`config.mk`:
```
export PLATFORM = sky130hd
export DESIGN_NAME = mem_arbiter
export DESIGN_NICKNAME = d
export VERILOG_FILES = /design/src/rtl/mem_arbiter_pkg.sv /design/src/rtl/mem_arbiter_rr_arbiter.sv /design/src/rtl/mem_arbiter.sv
export SDC_FILE = /design/constraint.sdc
export NUM_CORES = 1
export LEC_CHECK = 0
export CORE_AREA = 2 2 205 207
export DETAILED_ROUTE_END_ITERATION = 8
export DIE_AREA = 0 0 207 209
export PLACE_DENSITY_LB_ADDON = 0.25
export SYNTH_ARGS = -nofsm -noshare
export SYNTH_HDL_FRONTEND = slang
export SYNTH_SLANG_ARGS = --single-unit
```
`constraint.sdc`:
```
create_clock -name clk -period 5.6 [get_ports clk]
set_input_delay 1.4 -clock clk [delete_from_list [all_inputs] [get_ports clk]]
set_output_delay 1.4 -clock clk [all_outputs]
set_load 0.05 [all_outputs]
```
`src/rtl/mem_arbiter_pkg.sv`:
```
// Shared constants for the two-port memory arbiter: data width, FSM state
// encodings, port identifiers and the alignment helper.
package mem_arbiter_pkg;

  localparam int WORD  = 64;
  localparam int CNT_W = 4;

  typedef enum logic [1:0] {
    IDLE   = 2'd0,
    ACCESS = 2'd1,
    RESP   = 2'd2
  } state_e;

  typedef enum logic {
    PORT_IF = 1'b0,
    PORT_D  = 1'b1
  } port_e;

  // Accesses are whole 8-byte words; any low address bit set is an error.
  function automatic logic misaligned(input logic [2:0] lsb);
    return lsb != 3'b000;
  endfunction

endpackage

```
`src/rtl/mem_arbiter_rr_arbiter.sv`:
```
// Two-requester round-robin chooser. On a tie the port not granted last
// wins; the remembered winner updates on every grant taken.
module rr_arbiter
  import mem_arbiter_pkg::*;
(
  input  logic       clk,
  input  logic       reset_n,
  input  logic       req_if,
  input  logic       req_d,
  input  logic       en,
  output logic [1:0] gnt      // one-hot: bit 0 = fetch, bit 1 = data
);

  port_e last_grant;

  // Pick a winner while the arbiter is free to accept a request.
  always_comb begin
    // NOTE: default every combinational output first so no path infers a latch.
    gnt = 2'b00;
    if (en) begin
      if (req_if && req_d) gnt = (last_grant == PORT_D) ? 2'b01 : 2'b10;
      else                 gnt = {req_d, req_if};
    end
  end

  // Remember the last winner; reset favours fetch on the first tie.
  always_ff @(posedge clk or negedge reset_n) begin
    if (!reset_n)                   last_grant <= PORT_D;
    else if (en && (req_if || req_d)) last_grant <= gnt[1] ? PORT_D : PORT_IF;
  end

endmodule

```
`src/rtl/mem_arbiter.sv`:
```
// Arbitrates a fetch port and a data port onto one fixed-latency data
// memory. One transaction in flight: grant, LATENCY access cycles, one
// response cycle. Misaligned addresses skip the memory and answer with err.
module mem_arbiter
  import mem_arbiter_pkg::*;
#(
  parameter int WORD    = mem_arbiter_pkg::WORD,
  parameter int LATENCY = 2
) (
  input  logic            clk,
  input  logic            reset_n,
  input  logic            if_req,
  input  logic [WORD-1:0] if_addr,
  output logic            if_gnt,
  output logic            if_rvalid,
  output logic [WORD-1:0] if_rdata,
  output logic            if_err,
  input  logic            d_req,
  input  logic            d_we,
  input  logic [WORD-1:0] d_addr,
  input  logic [WORD-1:0] d_wdata,
  output logic            d_gnt,
  output logic            d_rvalid,
  output logic [WORD-1:0] d_rdata,
  output logic            d_err,
  output logic [WORD-1:0] mem_addr,
  output logic [WORD-1:0] mem_wdata,
  output logic            mem_read,
  output logic            mem_write,
  input  logic [WORD-1:0] mem_rdata,
  output logic            busy
);

  state_e             state, state_nxt;
  logic [CNT_W-1:0]   cnt, cnt_nxt;
  port_e              port_q;
  logic               we_q, err_q;
  logic [WORD-1:0]    addr_q, wdata_q, if_rdata_q, d_rdata_q;
  logic [1:0]         gnt;
  logic [WORD-1:0]    sel_addr;
  logic               sel_bad;
  logic               last_access;

  rr_arbiter u_rr (
    .clk     (clk),
    .reset_n (reset_n),
    .req_if  (if_req),
    .req_d   (d_req),
    .en      (state == IDLE),
    .gnt     (gnt)
  );

  assign sel_addr    = gnt[1] ? d_addr : if_addr;
  assign sel_bad     = misaligned(sel_addr[2:0]);
  assign last_access = (state == ACCESS) && (cnt == '0);

  // Next-state and access counter.
  always_comb begin
    state_nxt = state;
    cnt_nxt   = cnt;
    unique case (state)
      IDLE: if (gnt != 2'b00) begin
        if (sel_bad) state_nxt = RESP;
        else begin
          state_nxt = ACCESS;
          cnt_nxt   = CNT_W'(LATENCY - 1);
        end
      end
      ACCESS: begin
        if (cnt == '0) state_nxt = RESP;
        else           cnt_nxt   = cnt - 1'b1;
      end
      RESP:    state_nxt = IDLE;
      default: state_nxt = IDLE;
    endcase
  end

  // State register and counter.
  always_ff @(posedge clk or negedge reset_n) begin
    // NOTE: sequential state uses non-blocking assignments only, so every
    // register samples pre-edge values regardless of block ordering.
    if (!reset_n) begin
      state <= IDLE;
      cnt   <= '0;
    end else begin
      state <= state_nxt;
      cnt   <= cnt_nxt;
    end
  end

  // Latch the granted transaction; memory address/data stay stable through ACCESS.
  always_ff @(posedge clk or negedge reset_n) begin
    if (!reset_n) begin
      port_q  <= PORT_IF;
      we_q    <= 1'b0;
      err_q   <= 1'b0;
      addr_q  <= '0;
      wdata_q <= '0;
    end else if (gnt != 2'b00) begin
      port_q  <= gnt[1] ? PORT_D : PORT_IF;
      we_q    <= gnt[1] & d_we;
      err_q   <= sel_bad;
      addr_q  <= sel_addr;
      wdata_q <= gnt[1] ? d_wdata : '0;
    end
  end

  // Per-port read data: zero for a misaligned grant, memory data on the
  // final read cycle, otherwise held.
  always_ff @(posedge clk or negedge reset_n) begin
    if (!reset_n) begin
      if_rdata_q <= '0;
      d_rdata_q  <= '0;
    end else if ((gnt != 2'b00) && sel_bad) begin
      if (gnt[1]) d_rdata_q  <= '0;
      else        if_rdata_q <= '0;
    end else if (last_access && !we_q) begin
      if (port_q == PORT_D) d_rdata_q  <= mem_rdata;
      else                  if_rdata_q <= mem_rdata;
    end
  end

  // Strobes come straight from the state register so reset drops them at once;
  // grants are masked by reset because they follow the live requests.
  always_comb begin
    if_gnt    = gnt[0] & reset_n;
    d_gnt     = gnt[1] & reset_n;
    mem_read  = (state == ACCESS) && !we_q;
    mem_write = (state == ACCESS) &&  we_q;
    mem_addr  = addr_q;
    mem_wdata = wdata_q;
    if_rvalid = (state == RESP) && (port_q == PORT_IF);
    d_rvalid  = (state == RESP) && (port_q == PORT_D);
    if_err    = if_rvalid & err_q;
    d_err     = d_rvalid & err_q;
    if_rdata  = if_rdata_q;
    d_rdata   = d_rdata_q;
    busy      = (state != IDLE);
  end

endmodule

```
### Word-level counts from Yosys, hierarchy flattened

Cells that the tools add are included.

* reductions and logical operators: 23
* bitwise operators: 6
* multiplexer cells: 22
* eq/ne operators: 9
* add/sub/neg operators: 1

Operator list (number)
* two-way mux 64 bit: 10
* two-way mux 2 bit: 6
* two-way mux 4 bit: 3
* inequality test 2 bit, second input constant: 5
* nonzero test 2 bit: 5
* logical AND 1 bit: 9
* one-hot mux 4 bit (2 select lines): 1
* AND reduction 3 bit: 2
* bitwise AND 1 bit: 5
* zero test 4 bit: 1
* inequality test 2 x 1 -> 1 bit, second input constant: 2
* one-hot mux 2 bit (2 select lines): 1
* AND reduction 4 bit: 1
* subtractor 4 x 1 -> 4 bit, second input constant: 1
* nonzero test 3 bit: 1
* == test 2 x 1 -> 1 bit, second input constant: 1
* == test 2 bit, second input constant: 1
* zero test 2 bit: 1
* AND reduction 2 bit: 1
* zero test 1 bit: 1
* logical OR 1 bit: 1
* two-way mux 1 bit: 1
* inverter 1 bit: 1

* output and inout bits: 265
* register bits: 266
* logic and storage cells: 71

### Logic depth before layout (Yosys ltp)

Gate-level depths: netlist of run 1.

* word-level depth: 8
* gate-level depth with buffers: 8
* mapped depth without buffers: 6

### Cells and area by module

From an unflattened synthesis of run 1, not the netlist that was laid out.

* cells, all modules: 773
* area total of the unflattened synthesis: 10261.1 µm²

Modules (own cells, without submodules)
* mem_arbiter: instances 1, area each 10198.5 µm², sequential area each 6631.4 µm², cells each 765
* rr_arbiter: instances 1, area each 62.6 µm², sequential area each 26.3 µm², cells each 8

### Worst setup path after synthesis of run 1

OpenSTA, ideal clock, no wires.

* kind: reg-to-output
* start: register port_q
* end: output port if_err
* required time: 4.200 ns
* setup slack: 1.990 ns
* cell stages (with the launch flop): 3
* data arrival time: 2.210 ns
* cell sequence: dfrtp_1 -> nor3b_1 -> and2_1

* cells in the longest elaborated chain, start to end: 3

RTL lines
* start, declared: RTL line mem_arbiter.sv:36 `port_e port_q;`
* start signal, assigned: RTL line mem_arbiter.sv:100 `port_q <= gnt[1] ? PORT_D : PORT_IF;`
* inverter 1 bit: RTL line mem_arbiter.sv:132 `if_rvalid = (state == RESP) && (port_q == PORT_IF);`
* logical AND 1 bit: RTL line mem_arbiter.sv:132
* named net if_rvalid: RTL line mem_arbiter.sv:15 `output logic if_rvalid,`
* bitwise AND 1 bit: RTL line mem_arbiter.sv:134 `if_err = if_rvalid & err_q;`
* end, declared: RTL line mem_arbiter.sv:17 `output logic if_err,`

The timed path passes the listed nets, and every way through them passes these cells.

### Worst setup path in the final report of run 1

* start: input port d_req
* end: output port d_gnt

* cells in the longest elaborated chain, start to end: 4

RTL lines
* start, declared: RTL line mem_arbiter.sv:18 `input logic d_req,`
* logical AND 1 bit: RTL line mem_arbiter_rr_arbiter.sv:21 `if (req_if && req_d) gnt = (last_grant == PORT_D) ? 2'b01 : 2'b10;`
* two-way mux 2 bit (*): RTL line mem_arbiter_rr_arbiter.sv:21
* two-way mux 2 bit (*): RTL line mem_arbiter_rr_arbiter.sv:20 `if (en) begin`
* bitwise AND 1 bit (*): RTL line mem_arbiter.sv:127 `d_gnt = gnt[1] & reset_n;`
* end, declared: RTL line mem_arbiter.sv:22 `output logic d_gnt,`

Mark *: on every way between the ends. The rest lies on a longest branch, timed or not.

==> metrics.csv, run 1 <==
stage;metric;value;unit
clocking;CTS root buf;clkbuf_16;
power_and_ir_drop;LEAKAGE;7.42;nW
logic_synthesis;Yosys warnings;0;
timing;Slew @ Worst Pin;1120;ps
timing;Final TNS setup;0;ps
place;global placement routability congestion;0.814;
logic_synthesis;Synth Area in XOR/XNOR;0;%
logic_synthesis;asr flop ratio synth;100;%
critical_path;critical path class;input pin to output port;
logic_synthesis;Mapped Area;10300;um2
critical_path;Arr. time, crit path;3480;ps
logic_synthesis;Post-synth EDFFs;0;
floorplan;Die X;207;um
clocking;PostCTS Resize Cnt;0;
clocking;TritonCTS clock tree;yes;
drt;1st-pass router iterations;4;
run;maxcap violations;0;
clocking;CTS max path bufs;3;
power_and_ir_drop;final total power;9.84;mW
logic_synthesis;Post-Syn Nets;1105;
critical_path;crit path max fanout;5;
place;detailed placer's ending HPWL;27300;um
logic_synthesis;largest family of logic cells by synthesized area;compound AO/OA/AOI/OAI gates;
logic_synthesis;Syn Inst Count;842;
global_routing;vias in the first global route;9287;
logic_synthesis;most numerous cell in the Yosys netlist;dfrtp_1;
floorplan;row cnt;75;
logic_synthesis;Seq/Total Area, Yosys;64.6;%
logic_synthesis;Yosys reg bits;266;
timing;Setup Viol. Count Final;0;
status;outcome;complete, no violations;
power_and_ir_drop;worst vdd ir;0.360;mV
timing;Worst Clk Skew;17.3;ps
cells_and_area;area delta synth->final;64.5;%
clocking;postcts setup bufs;0;
global_routing;global-route wire length before repair;58200;um
critical_path;endpoint class of the critical path;output port;
global_routing;GR Util All Layers;17.2;%
timing;Max Slew Vio Count;0;
cells_and_area;Nets;1605;
floorplan;# IOs;526;
place;IO Port Bufs;525;
drt;drt wl/cell;20.5;um
clocking;Worst-Skew Late Latency;570;ps
timing;Final min period;4880;ps
logic_synthesis;syn avg cell area;12.2;um2
timing;RSZ-0062 raised after global routing;no;
logic_synthesis;simple-gate share of the synthesized area;13.3;%
floorplan;die area;43300;um2
timing;final hold vios;0;
drt;Routed Antenna Nets;0;
global_routing;largest net degree at the start of global routing;139;
logic_synthesis;Synth Area in Adders;0.243;%
critical_path;WP data required;4200;ps
drt;DRT iter0 DRCs;638;
global_routing;total grt overflow;0;
logic_synthesis;synth top area cells;dfrtp_1 (64%), a22o_1 (16%), nand3_1 (6.2%);
drt;# DRC;0;
floorplan;Core ar.;41300;um2
logic_synthesis;Synth top cells by count;dfrtp_1 (265), a22o_1 (188), nand2_1 (135), nand3_1 (128);
critical_path;Setup crit start kind;input pin;
clocking;CTS Buf Count;31;
logic_synthesis;mux contribution to synthesized area;0.206;%
drt;vias per cell;4.73;
cells_and_area;share of layout cells above drive strength 1;5.71;%
floorplan;Initial Utilization;25.0;%
timing;Max-slew headroom;24.9;%
drt;via count;9018;
global_routing;initial antenna violation count;2;
clocking;H-tree levels;1;
timing;period utilisation layout;87.2;%
logic_synthesis;Yosys top cell area share;64.4;%
logic_synthesis;Compound-Gate Fraction of Synth Area;17.0;%
worst_hold_path;worst hold path type;flop to flop;
power_and_ir_drop;power per cell area;581;nW/um2
clocking;clock sink count;266;
clocking;clk slew on worst S/H paths;60;ps
logic_synthesis;cell taking the most area after synthesis;dfrtp_1;
floorplan;Die Ht;209;um
clocking;cts hold-fix bufs;0;
timing;FMAX;205;MHz
logic_synthesis;Synth Flop Type;dfrtp_1;
drt;Post-Route WL;39000;um
logic_synthesis;Yosys cell types;40;
## kinds of logic after synthesis
| family | Yosys count |
|---|---|
| AOI/OAI and AO/OA | 201 |
| muxes | 2 |
| DFF | 266 |
| and+or+nand+nor | 297 |
| adders and majority gates | 2 |
| buffers and inverters | 74 |
## final timing paths
kind                                 startpoint         endpoint  slack (ps)  depth (start not counted)
worst max-delay path                      d_req            d_gnt         720                          4
worst min register to register  u_rr.last_grant  u_rr.last_grant         470                          2
min in group asynchronous               reset_n      d_rdata[43]         670                          1
worst min-delay path            u_rr.last_grant  u_rr.last_grant         470                          2
max in group asynchronous               reset_n    mem_wdata[47]        3240                          3
worst max register to register           cnt[0]       d_rdata[2]        2590                          7
## through the flow
step	util (%)	cells	setup WS, ps	area [um2]	hold slack [ps]
3_5_place_dp	38.6	1848	700	15900	461
3_3_place_gp	38.6	1848	698	15900	458
5_1_grt	41.0	1907	637	16900	498
2_1_floorplan	-	842	1990	10300	444
4_1_cts	41.0	1905	700	16900	472
6_report	41.0	1907	719	16900	469
## power by group
part | leakage [nW] | switching, mW | total, mW | internal, mW
logic | 3.42 | 3.36 | 4.99 | 1.62
registers | 3.50 | 0.347 | 2.85 | 2.51
clock network | 0.503 | 0.815 | 2.00 | 1.18
total | 7.42 | 4.53 | 9.84 | 5.31
## registers in the layout (all words and copies together) (netlist names)
name,count
if_rdata,64
u_rr.last_grant,1
port_q,1
mem_wdata,64
we_q,1
state,2
cnt,4
mem_addr,64
d_rdata,64
err_q,1
## metal layers
metal | up-vias | routed length (um) | GRT usage (%)
met5 | - | 0 | 0
met4 | 0 | 1050 | 5.62
met3 | 60 | 3420 | 5.23
met2 | 429 | 18800 | 28.4
met1 | 4470 | 15700 | 21.4
li1 | 4059 | - | -
## cell usage in the layout (no fill, tap or decap), drive strengths merged, types with 3 or more instances in the layout
cell,netlist,final
clkdlybuf4s50,0,523
dfrtp,265,265
a22o,192,192
nand2,135,135
nand3,128,128
clkbuf,32,45
buf,38,14
nor2,12,12
clkinv,0,9
inv,4,5
nor4,4,4
nor3,3,3
and2,3,3
o21ai,3,3
## layout make-up
cell class,instances,area (um2)
well taps,539,674
flip-flops and latches,266,6660
diodes,2,5.00
inverters,4,15.0
clock inverters,12,114
repair buffers,537,5390
multi-input cells,502,3210
clock buffers,45,888
fillers,4009,24300
## worst max-delay path: stages
cell and delay, ps:
clkdlybuf4s50_1 590, a21boi_1 380, and3_1 250, clkdlybuf4s50_1 850
(Power assumes the default switching activity.)
==> inputs of run 2 (changes only) <==
CORE_AREA = 8 8 200 202   (was 2 2 205 207)
DIE_AREA = 0 0 208 210   (was 0 0 207 209)
==> metrics.csv, run 2 (synthesis results as in run 1) <==
stage;metric;value;unit
global_routing;global-route wire length before repair;61700;um
drt;vias per cell;4.85;
drt;drt wl/cell;22.3;um
critical_path;WP data required;4200;ps
timing;period utilisation layout;85.3;%
critical_path;endpoint class of the critical path;output port;
critical_path;R2R Setup Slk;2720;ps
clocking;CTS Buf Count;30;
critical_path;crit path max-delay cell type;clkdlybuf4s50_1;
place;dpl cell area;15900;um2
place;IO Port Bufs;525;
drt;# DRC;0;
power_and_ir_drop;Int Pwr;5.45;mW
timing;Final min period;4780;ps
cells_and_area;most frequent cells in the layout;clkdlybuf4s50_1 (524), dfrtp_1 (265), a22o_1 (188);
critical_path;Worst Reg-to-Reg Cells;7;
critical_path;critical path class;input pin to output port;
global_routing;initial antenna violation count;1;
power_and_ir_drop;LEAKAGE;7.46;nW
cells_and_area;Nets;1604;
power_and_ir_drop;worst vdd ir;0.397;mV
floorplan;Die X;208;um
power_and_ir_drop;Clock power frac;21.4;%
worst_hold_path;Worst Hold Depth;2;
cells_and_area;Post-Layout Cell Count;1840;
cells_and_area;share of layout cells above drive strength 1;6.01;%
timing;Max-slew headroom;36.4;%
drt;via count;8925;
drt;Post-Route WL;41100;um
timing;final hold vios;0;
timing;setup ws final;825;ps
global_routing;largest net degree at the start of global routing;139;
timing;Max Slew Vio Count;0;
cells_and_area;post-route cell area;17000;um2
clocking;clk slew on worst S/H paths;60;ps
cells_and_area;Finished Core Util;45.9;%
cells_and_area;most common cell after layout, fill and taps aside;clkdlybuf4s50_1;
run;maxcap violations;0;
timing;FMAX;209;MHz
clocking;CTS max path bufs;3;
timing;Slew @ Worst Pin;951;ps
critical_path;crit path max fanout;5;
floorplan;Die Ht;210;um
critical_path;CP peak stage delay;810;ps
power_and_ir_drop;Psw;4.54;mW
power_and_ir_drop;power per cell area;589;nW/um2
power_and_ir_drop;final total power;9.99;mW
global_routing;GR Util All Layers;17.9;%
cells_and_area;area delta synth->final;64.6;%
global_routing;vias in the first global route;9430;
status;outcome;complete, no violations;
power_and_ir_drop;sequential share of power;28.6;%
critical_path;worst path cell trace;clkdlybuf4s50_1 -> a21boi_1 -> and3_1 -> clkdlybuf4s50_1;
drt;1st-pass router iterations;5;
timing;final hold slack;477;ps
clocking;Worst-Skew Late Latency;560;ps
clocking;postcts setup bufs;0;
critical_path;CP top delay family;buffers and inverters;
critical_path;Arr. time, crit path;3380;ps
floorplan;row cnt;71;
floorplan;Initial Utilization;27.9;%
timing;RSZ-0062 raised after global routing;no;
floorplan;die area;43700;um2
drt;Routed Antenna Nets;0;
critical_path;worst path buffer plus inverter count;2;
clocking;CTS root buf;clkbuf_16;
place;global placement routability congestion;0.798;
clocking;clock sink count;266;
timing;Setup Viol. Count Final;0;
timing;Worst Clk Skew;7.88;ps
floorplan;Core ar.;37000;um2
clocking;TritonCTS clock tree;yes;
critical_path;Setup crit start kind;input pin;
place;Post-Place Cells;1783;
worst_hold_path;worst hold path type;flop to flop;
place;detailed placer's ending HPWL;29500;um
critical_path;critical path depth in cells;4;
floorplan;# IOs;526;
clocking;cts hold-fix bufs;0;
timing;Final TNS setup;0;ps
place;Place WS;839;ps
critical_path;CP dominant cell by count;clkdlybuf4s50_1;
drt;DRT iter0 DRCs;444;
power_and_ir_drop;combinational fraction of design power;50.0;%
clocking;PostCTS Resize Cnt;0;
power_and_ir_drop;switching portion of total power;45.4;%
global_routing;total grt overflow;0;
clocking;H-tree levels;1;
==> run 2: area by class of cell <==
| class | instances | area (um2) |
|---|---|---|
| Sequential cell | 266 | 6660 |
| Clock inverter | 13 | 174 |
| Multi-Input combinational cell | 502 | 3210 |
| Tap cell | 474 | 593 |
| Antenna cell | 1 | 2.50 |
| Clock buffer | 43 | 921 |
| Inverter | 4 | 15.0 |
| Fill cell | 3451 | 20000 |
| Timing Repair Buffer | 537 | 5390 |
==> run 2: path summary, 6_finish.rpt <==
path / from / to
hold / removal: mem_addr[3] / mem_addr[3]
max in group asynchronous: reset_n / mem_addr[59]
setup / recovery: d_req / d_gnt
setup reg to reg: cnt[0] / d_rdata[42]
hold reg to reg: mem_addr[3] / mem_addr[3]
min in group asynchronous: reset_n / if_rdata[30]
==> run 2: routing by layer <==
| layer | vias up | global-route usage [%] | wire length, um |
|---|---|---|---|
| met5 | - | 0 | 10 |
| met4 | 2 | 3.79 | 624 |
| met3 | 42 | 7.08 | 3990 |
| met2 | 410 | 30.6 | 20300 |
| met1 | 4412 | 21.3 | 16200 |
| li1 | 4059 | - | - |
==> run 2: tightest hold or removal path, stage by stage, from the launching register on <==
cell and delay [ps]:
dfrtp_1 340, nand2_1 50, nand3_1 50
==> run 2: power groups by stage <==
stage / sequential [mW] / combinational (mW) / clock (mW)
floorplan: 4.75 / 1.26 / 0
global placement: 2.86 / 5.04 / 0
detailed placement: 2.87 / 5.06 / 0
CTS: 2.86 / 5.07 / 2.19
global route: 2.93 / 5.24 / 2.26
finish: 2.86 / 4.99 / 2.13
